===== config.mk =====
export PLATFORM = sky130hd
export DESIGN_NAME = amci_arbiter
export DESIGN_NICKNAME = d
export VERILOG_FILES = /design/src/rtl/amci_arb_pkg.sv /design/src/rtl/amci_rr_pick.sv /design/src/rtl/amci_arbiter.sv
export SDC_FILE = /design/constraint.sdc
export NUM_CORES = 1
export LEC_CHECK = 0
export ABC_AREA = 1
export CORE_AREA = 4 4 114 116
export DETAILED_ROUTE_END_ITERATION = 12
export DIE_AREA = 0 0 118 120
export PLACE_DENSITY = 0.91
export REMOVE_ABC_BUFFERS = 1
export SYNTH_ARGS = -nofsm -noshare
export SYNTH_HDL_FRONTEND = slang
export SYNTH_SLANG_ARGS = --single-unit
export TNS_END_PERCENT = 50

===== constraint.sdc =====
create_clock -name clk -period 5.9 [get_ports clk]
set_input_delay 0.59 -clock clk [delete_from_list [all_inputs] [get_ports clk]]
set_output_delay 0.59 -clock clk [all_outputs]
set_load 0.005 [all_outputs]

===== src/rtl/amci_arb_pkg.sv =====
// Shared types and constants for the AMCI requester arbiter.
package amci_arb_pkg;

  // Arbiter sequencing: grant, strobe, settle, wait for the master, guard cycle.
  typedef enum logic [2:0] {
    IDLE   = 3'd0,
    ISSUE  = 3'd1,
    SETTLE = 3'd2,
    WAIT   = 3'd3,
    DONE   = 3'd4
  } state_t;

  localparam logic [1:0] RESP_OKAY   = 2'b00;
  localparam logic [1:0] RESP_SLVERR = 2'b10;

  // Index width for n requesters, never narrower than one bit.
  function automatic int clog2_min1(input int n);
    return (n <= 2) ? 1 : $clog2(n);
  endfunction

endpackage


===== src/rtl/amci_rr_pick.sv =====
// Combinational winner selection for the AMCI arbiter.
// Default: round-robin starting at the slot after 'last'.
// AMCI_ARB_FIXED_PRI_EN: fixed priority, lowest index wins, 'last' ignored.
module amci_rr_pick
  import amci_arb_pkg::*;
#(
  parameter  int NREQ = 3,
  localparam int IW   = clog2_min1(NREQ)
) (
  input  logic [NREQ-1:0] req,
  input  logic [IW-1:0]   last,
  output logic            any,
  output logic [IW-1:0]   winner
);

  assign any = |req;

`ifdef AMCI_ARB_FIXED_PRI_EN
  logic unused_last_s;
  assign unused_last_s = ^last;

  // Lowest set index wins; scanning downward leaves the lowest one in place.
  always_comb begin
    winner = '0;
    for (int i = NREQ - 1; i >= 0; i--) begin
      winner = req[i] ? IW'(i) : winner;
    end
  end
`else
  logic [2*NREQ-1:0] dbl_s;
  logic [NREQ-1:0]   rot_s;

  // Rotate so bit 0 is the requester right after the last winner.
  always_comb begin
    dbl_s = {req, req} >> (int'(last) + 1);
    rot_s = dbl_s[NREQ-1:0];
  end

  // First set bit of the rotated view, mapped back to a requester index.
  always_comb begin
    winner = '0;
    for (int j = NREQ - 1; j >= 0; j--) begin
      winner = rot_s[j] ? IW'((int'(last) + 1 + j) % NREQ) : winner;
    end
  end
`endif

endmodule


===== src/rtl/amci_arbiter.sv =====
// Shares the AMCI command port of axi4_lite_master between NREQ requesters,
// one transaction in flight at a time.
// Build option AMCI_ARB_FIXED_PRI_EN selects fixed priority instead of round-robin.
module amci_arbiter
  import amci_arb_pkg::*;
#(
  parameter int NREQ = 3,
  parameter int DW   = 32,
  parameter int AW   = 12
) (
  input  logic                          clk,
  input  logic                          reset,
  input  logic [NREQ-1:0]               req_valid,
  input  logic [NREQ-1:0]               req_write,
  input  logic [NREQ*AW-1:0]            req_addr,
  input  logic [NREQ*DW-1:0]            req_wdata,
  output logic [NREQ-1:0]               rsp_valid,
  output logic [DW-1:0]                 rsp_rdata,
  output logic [1:0]                    rsp_resp,
  output logic [clog2_min1(NREQ)-1:0]   grant_id,
  output logic                          busy,
  output logic [AW-1:0]                 AMCI_WADDR,
  output logic [DW-1:0]                 AMCI_WDATA,
  output logic                          AMCI_WRITE,
  input  logic [1:0]                    AMCI_WRESP,
  input  logic                          AMCI_WIDLE,
  output logic [AW-1:0]                 AMCI_RADDR,
  output logic                          AMCI_READ,
  input  logic [DW-1:0]                 AMCI_RDATA,
  input  logic [1:0]                    AMCI_RRESP,
  input  logic                          AMCI_RIDLE
);

  localparam int IW = clog2_min1(NREQ);
  localparam logic [NREQ-1:0] ONE_HOT0 = {{(NREQ-1){1'b0}}, 1'b1};

  state_t          state_r;
  logic            write_r;
  logic [IW-1:0]   rr_last_s;
  logic            pick_any_s;
  logic [IW-1:0]   pick_winner_s;
  logic [AW-1:0]   sel_addr_s;
  logic [DW-1:0]   sel_wdata_s;
  logic            sel_write_s;
  logic            wait_done_s;

  amci_rr_pick #(.NREQ(NREQ)) u_pick (
    .req    (req_valid),
    .last   (rr_last_s),
    .any    (pick_any_s),
    .winner (pick_winner_s)
  );

  // Route the winning requester's command fields to the grant latches.
  always_comb begin
    sel_addr_s  = '0;
    sel_wdata_s = '0;
    sel_write_s = 1'b0;
    for (int i = 0; i < NREQ; i++) begin
      sel_addr_s  = (pick_winner_s == IW'(i)) ? req_addr[i*AW +: AW]  : sel_addr_s;
      sel_wdata_s = (pick_winner_s == IW'(i)) ? req_wdata[i*DW +: DW] : sel_wdata_s;
      sel_write_s = (pick_winner_s == IW'(i)) ? req_write[i]          : sel_write_s;
    end
  end

  // The master has finished when the idle flag of the granted direction is back high.
  always_comb begin
    if (state_r == WAIT) begin
      wait_done_s = write_r ? AMCI_WIDLE : AMCI_RIDLE;
    end else begin
      wait_done_s = 1'b0;
    end
  end

`ifdef AMCI_ARB_FIXED_PRI_EN
  assign rr_last_s = '0;
`else
  logic [IW-1:0] rr_last_r;
  assign rr_last_s = rr_last_r;

  // Remember the last served requester; reset value makes requester 0 first.
  always_ff @(posedge clk) begin
    if (reset) begin
      rr_last_r <= IW'(NREQ - 1);
    end else if (wait_done_s) begin
      rr_last_r <= grant_id;
    end else begin
      rr_last_r <= rr_last_r;
    end
  end
`endif

  // Transaction sequencer with registered response and AMCI drive.
  always_ff @(posedge clk) begin
    if (reset) begin
      state_r    <= IDLE;
      write_r    <= 1'b0;
      grant_id   <= '0;
      busy       <= 1'b0;
      rsp_valid  <= '0;
      rsp_rdata  <= '0;
      rsp_resp   <= RESP_OKAY;
      AMCI_WRITE <= 1'b0;
      AMCI_READ  <= 1'b0;
      AMCI_WADDR <= '0;
      AMCI_WDATA <= '0;
      AMCI_RADDR <= '0;
    end else begin
      rsp_valid  <= '0;
      AMCI_WRITE <= 1'b0;
      AMCI_READ  <= 1'b0;
      case (state_r)
        IDLE: begin
          if (pick_any_s) begin
            grant_id <= pick_winner_s;
            busy     <= 1'b1;
            write_r  <= sel_write_s;
            if (sel_write_s) begin
              AMCI_WADDR <= sel_addr_s;
              AMCI_WDATA <= sel_wdata_s;
            end else begin
              AMCI_RADDR <= sel_addr_s;
            end
            state_r <= ISSUE;
          end else begin
            state_r <= IDLE;
          end
        end
        ISSUE: begin
          AMCI_WRITE <= write_r;
          AMCI_READ  <= ~write_r;
          state_r    <= SETTLE;
        end
        SETTLE: begin
          state_r <= WAIT;
        end
        WAIT: begin
          if (wait_done_s) begin
            rsp_valid <= ONE_HOT0 << grant_id;
            rsp_rdata <= write_r ? '0 : AMCI_RDATA;
            rsp_resp  <= write_r ? AMCI_WRESP : AMCI_RRESP;
            state_r   <= DONE;
          end else begin
            state_r <= WAIT;
          end
        end
        DONE: begin
          // Guard cycle: the served requester is still dropping its req_valid.
          busy    <= 1'b0;
          state_r <= IDLE;
        end
        default: begin
          busy    <= 1'b0;
          state_r <= IDLE;
        end
      endcase
    end
  end

endmodule

Word-level counts from Yosys, hierarchy flattened
Cells that the tools add are included.
Cells by class
  equal/unequal tests: 6
  $add $sub $neg: 3
  reductions and logical operators: 11
  shifts and indexed selects: 2
  div/mod/pow operators: 3
  mux-type cells: 21
  bitwise operators: 6
Operators by type and width (number)
  $mux 32: 4
  $mod 32x3->32 const B: 3
  $mux 12: 3
  $add 32x2->32 const B: 1
  $add 32x3->32 const B: 1
  $shr 6x32->3: 1
  $pmux 3 s4: 1
  $reduce_or 3->1: 3
  $mux 2: 4
  $mux 1: 7
  $eq 3x2->1 const B: 2
  $not 1->1: 6
  $reduce_and 2->1: 3
  $reduce_and 3->1: 2
  $add 2x1->3 const B: 1
  $eq 3x1->1 const B: 1
  $logic_not 3->1: 1
  $mux 3: 1
  $shl 1x2->3 const A: 1
  $eq 2x1->1 const B: 1
  $eq 2x2->1 const B: 1
  $logic_not 2->1: 1
  $ne 2x2->1 const B: 1
  $pmux 1 s2: 1
  $reduce_or 2->1: 1
Storage, ports and cells
  output and inout port bits: 98
  register bits after elaboration: 104
  word-level logic and storage cells: 65

Depth between registers and ports, before layout
  depth after elaboration: 12
  mapped depth: 16
  depth with buffers taken out: 15

Cells and area by module
Synthesis repeated with hierarchy kept, for this count alone.
Second synthesis, totals
  cell total of the unflattened synthesis: 815
  area, all modules: 5109.9 um^2
By module, submodules not included
  amci_arbiter: area an instance 4911.0 um^2, times used 1, cells an instance 779
  amci_rr_pick: area an instance 198.9 um^2, times used 1, cells an instance 36

Least setup slack after synthesis
Ideal clock, no wire load.
  kind: input -> register
  start: input req_valid[1]
  end: register AMCI_WADDR[10]
  path slack: 3.887 ns
  data required time: 5.787 ns
  arrival time: 1.900 ns
  stages: 14
  setup time: 0.113 ns
  cells stage by stage: nand2_1 -> nand2_2 -> o21ai_4 -> nand2_1 -> clkinv_1 -> nand2_1 -> nand2_2 -> nand3_2 -> nand3_2 -> nand2_2 -> buf_6 -> buf_2 -> nor2_1 -> nor2_1
On the way
  cells in the longest elaborated chain, start to end: 9
  elaborated cells between the ends (all ways): 15
  those cells by class: eq/ne (2); shift (1); mux (9); reduce/logical (3)
Ends and longest elaborated chain
  start, declared: line amci_arbiter.sv:13  | input logic [NREQ-1:0] req_valid,
  $shr 6x32->3: line amci_rr_pick.sv:35  | dbl_s = {req, req} >> (int'(last) + 1);
  $mux 2 (3 in a row): line amci_rr_pick.sv:43  | winner = rot_s[j] ? IW'((int'(last) + 1 + j) % NREQ) : winner;
  $logic_not 2->1: line amci_arbiter.sv:60, amci_arbiter.sv:62
  $mux 1 (3 in a row): line amci_arbiter.sv:62  | sel_write_s = (pick_winner_s == IW'(i)) ? req_write[i] : sel_write_s;
  $reduce_and 3->1 (no line)
  end signal, assigned: line amci_arbiter.sv:119  | AMCI_WADDR <= sel_addr_s;
  end, declared: line amci_arbiter.sv:22  | output logic [AW-1:0] AMCI_WADDR,
Parallel ways exist; a longest one is shown, timed or not.
A chain may end at the register's enable or synchronous reset.

Final worst setup path
  start: input req_valid[2]
  end: register AMCI_WDATA[18]
On the way
  cells in the longest elaborated chain, start to end: 9
  elaborated cells between the ends (all ways): 15
  those cells by class: eq/ne (2); shift (1); mux (9); reduce/logical (3)
Ends and longest elaborated chain
  $shr 6x32->3: line amci_rr_pick.sv:35
  $mux 2 (3 in a row): line amci_rr_pick.sv:43
  $logic_not 2->1: line amci_arbiter.sv:61, amci_arbiter.sv:62
  $mux 1 (3 in a row): line amci_arbiter.sv:62
  $reduce_and 3->1 (no line)
  end signal, assigned: line amci_arbiter.sv:120  | AMCI_WDATA <= sel_wdata_s;
  end, declared: line amci_arbiter.sv:23  | output logic [DW-1:0] AMCI_WDATA,
Parallel ways exist; a longest one is shown, timed or not.

==> run_results.csv <==
group,metric,value,unit
routing,top_layer_used,"met4",
power,leakage,3.619,nW
clock_network,numCtsBuffers,9,
sta,rsz0062_at_grt,"no",
setup_path,startpoint_type,"primary input",
grt,grt_pass1_vias,5643,
sta,tns,0,ns
layout,final_layout_size_suffix_gt1_share,4.192,%
clock_network,cts_resized,0,
yosys,ys_warn_count,0,
layout,fillCellCount,964,
sta,finClkSkew,0.009255,ns
routing,avgViaCountPerCell,4.896,
yosys,ys_types,26,
sta,setup-violations-final,0,
yosys,ys.flop_type,"dfxtp_1",
routing,avgRoutedWirePerCell,14.86,um
flow_run,maxCapViolations,0,
clock_network,clk_path_buf_depth,2,
sta,hold_viol,0,
sta,period_needed,3.057,ns
grt,grt_pass1_wl,27280,um
place,place_congestion,0.8580,
grt,overflow,0,
die,die_y,120,um
routing,met2_length,8392,um
hold_path,hold_path_class,"register to register",
setup_path,worstPathArrival,3.29,ns
setup_path,critical_path.max_fanout,60,
grt,track_usage,23.59,%
sta,maxSlewViolCount,0,
sta,worst_pin_slew,1.077,ns
routing,met3_wirelength,1853,um
status,status,"complete, no violations",
yosys,synth-compound-area-share,8.132,%
place,port-buffer-count,275,
yosys,synth_most_common_cell,"nand2_1",
routing,drtIter0Drc,328,
power,power_frac_seq,35.8,%
yosys,synth_fa_ha_area_share,1.007,%
setup_path,cp-end-kind,"register",
yosys,netlist.area_leader.share,41.89,%
clock_network,postCtsHoldBufs,0,
die,start_util,41.72,%
routing,wirelength,17070,um
setup_path,path_class,"primary input to register",
sta,relSlewSlack,28.04,%
yosys,yosysTopAreaCell,"dfxtp_1",
power,pwr-share-comb,37.8,%
routing,firstDrtPassIters,4,
die,die-area,14160,sq um
power,ir_drop,186.2,uV
routing,met1_length,6425,um
power,p_int,1.630,mW
grt,antenna_found_initial,0,
yosys,avgSynthCellArea,6.644,sq um
yosys,synth_edf_count,0,
power,p_switching,819.8,uW
place,place_area,7761,sq um
clock_network,post-cts-setup-buffers,0,
clock_network,htreeDepth,3,
yosys,yosys.area_share.simple,38.92,%
yosys,ys_seq_elements,104,
die,core_area,11910,sq um
sta,fin_crit_sh,51.81,%
die,io_pins,276,
die,row_count,40,
grt,grt_max_degree,64,
clock_network,clkSinkCount,104,
power,p_sw_share,33.46,%
yosys,synthesis.instances,748,
yosys,ys_seq_area_share,41.89,%
power,powerDensity,303.2,nW/um^2
clock_network,cts_tree,"yes",
yosys,synth_top_family_by_area,"simple AND/OR/NAND/NOR gates",
routing,route.detailed.drc,0,
routing,vias,5626,
layout,diodes,0,
clock_network,clock-root-buffer,"clkbuf_16",
place,dp_hpwl,12770,um
power,clkPwrFrac,26.4,%
yosys,ys_top_cells_by_count,"nand2_1 (265), nor2_1 (127), dfxtp_1 (104), inv_1 (68), nand3_1 (60)",
yosys,yosys-top-cells-area,"dfxtp_1 (42%), nand2_1 (20%), nor2_1 (9.6%)",
yosys,async_flop_share,0,%
layout,stdcell_area,8080,sq um
yosys,synthMuxAreaShare,0.4028,%
setup_path,required,6.14,ns
layout,area_growth,62.59,%
clock_network,clkLatencyLatePin,0.35,ns
sta,fmax,0.3271,GHz
yosys,syn-cell-area,4970,sq um
power,p_total,2.450,mW
yosys,synth_xor_area_share,0,%
die,dieWidth,118,um
routing,ant_nets,0,
clock_network,clk_pin_slew,0.07,ns
layout,finalNetCount,1180,
state kept, by name (all words and copies together), names as in the netlist:
register    flops
AMCI_WDATA     32
rsp_rdata      32
AMCI_RADDR     12
AMCI_WADDR     12
rsp_valid       3
state_r         3
grant_id        2
rr_last_r       2
rsp_resp        2
AMCI_READ       1
AMCI_WRITE      1
busy            1
write_r         1
power by group through the flow:
stage / Sequential [mW] / Combinational [mW] / Clock, mW
detailed placement: 0.892 / 0.928 / 0
CTS: 0.878 / 0.935 / 0.658
floorplan: 0.895 / 0.447 / 0
finish: 0.877 / 0.926 / 0.647
global placement: 0.888 / 0.911 / 0
global route: 0.890 / 1.04 / 0.684
routing by layer:
metal	up-vias	GRT usage, %
met1	2515	24.07
met5	-	0
met4	0	8.645
li1	2835	-
met2	247	42.90
met3	29	10.13
critical path, cell delays in order:
cell and delay (ns):
clkdlybuf4s50_1 0.51, nand2_1 0.09, nand3_1 0.15, nand3_1 0.09, nand2_1 0.10, clkinv_1 0.06
nand2_1 0.06, nand2_2 0.13, nand3_2 0.14, nand3_2 0.12, nand2_2 0.38, buf_4 0.58
nand2_1 0.13, nand2_1 0.10, nor2_1 0.05
cells in the final DEF (no fill, tap or decap), types with 5 or more instances in the layout:
cell type,count
clkdlybuf4s50_1,275
nand2_1,265
nor2_1,125
dfxtp_1,104
inv_1,68
nand3_1,60
a32o_1,32
clkbuf_16,9
o21ai_0,7
inv_2,5
nor2_2,5
nor3_1,5
a21oi_1,5
cell type report:
type | instances | area (sq um) | area share, %
Timing Repair Buffer | 279 | 2783 | 34.44
Clock inverter | 6 | 93.84 | 1.161
Sequential cell | 104 | 2082 | 25.77
Multi-Input combinational cell | 527 | 2424 | 29.99
Inverter | 77 | 289.0 | 3.577
Tap cell | 147 | 183.9 | 2.276
Clock buffer | 9 | 225.2 | 2.787
path summary, 6_finish.rpt:
kind,cells after the start,to,startpoint,slack [ns]
setup / recovery,15,AMCI_WDATA[18],req_valid[2],2.84
hold / removal,1,rsp_rdata[27],rsp_rdata[27],0.47
setup reg to reg,14,AMCI_WDATA[18],rr_last_r[0],3.00
hold reg to reg,1,rsp_rdata[27],rsp_rdata[27],0.47
cells by family (layout without fill, tap and decap cells):
logic type	count (synthesis)	in the layout
adders and majority gates	4	4
and+or+nand+nor	475	475
buffers and inverters	117	371
AOI/OAI and AO/OA	46	46
DFF	104	104
muxes	2	2
through the flow:
step	std cells	hold WS (ns)	worst slack [ns]	utilization (%)
3_3_place_gp	1134	0.4433	2.630	65.16
5_1_grt	1149	0.4957	2.533	67.84
2_1_floorplan	708	0.4517	3.116	-
3_5_place_dp	1134	0.4531	2.522	65.16
4_1_cts	1149	0.4729	2.876	67.84
6_report	1149	0.4674	2.843	67.84
Power figures use the tool's default switching activity.
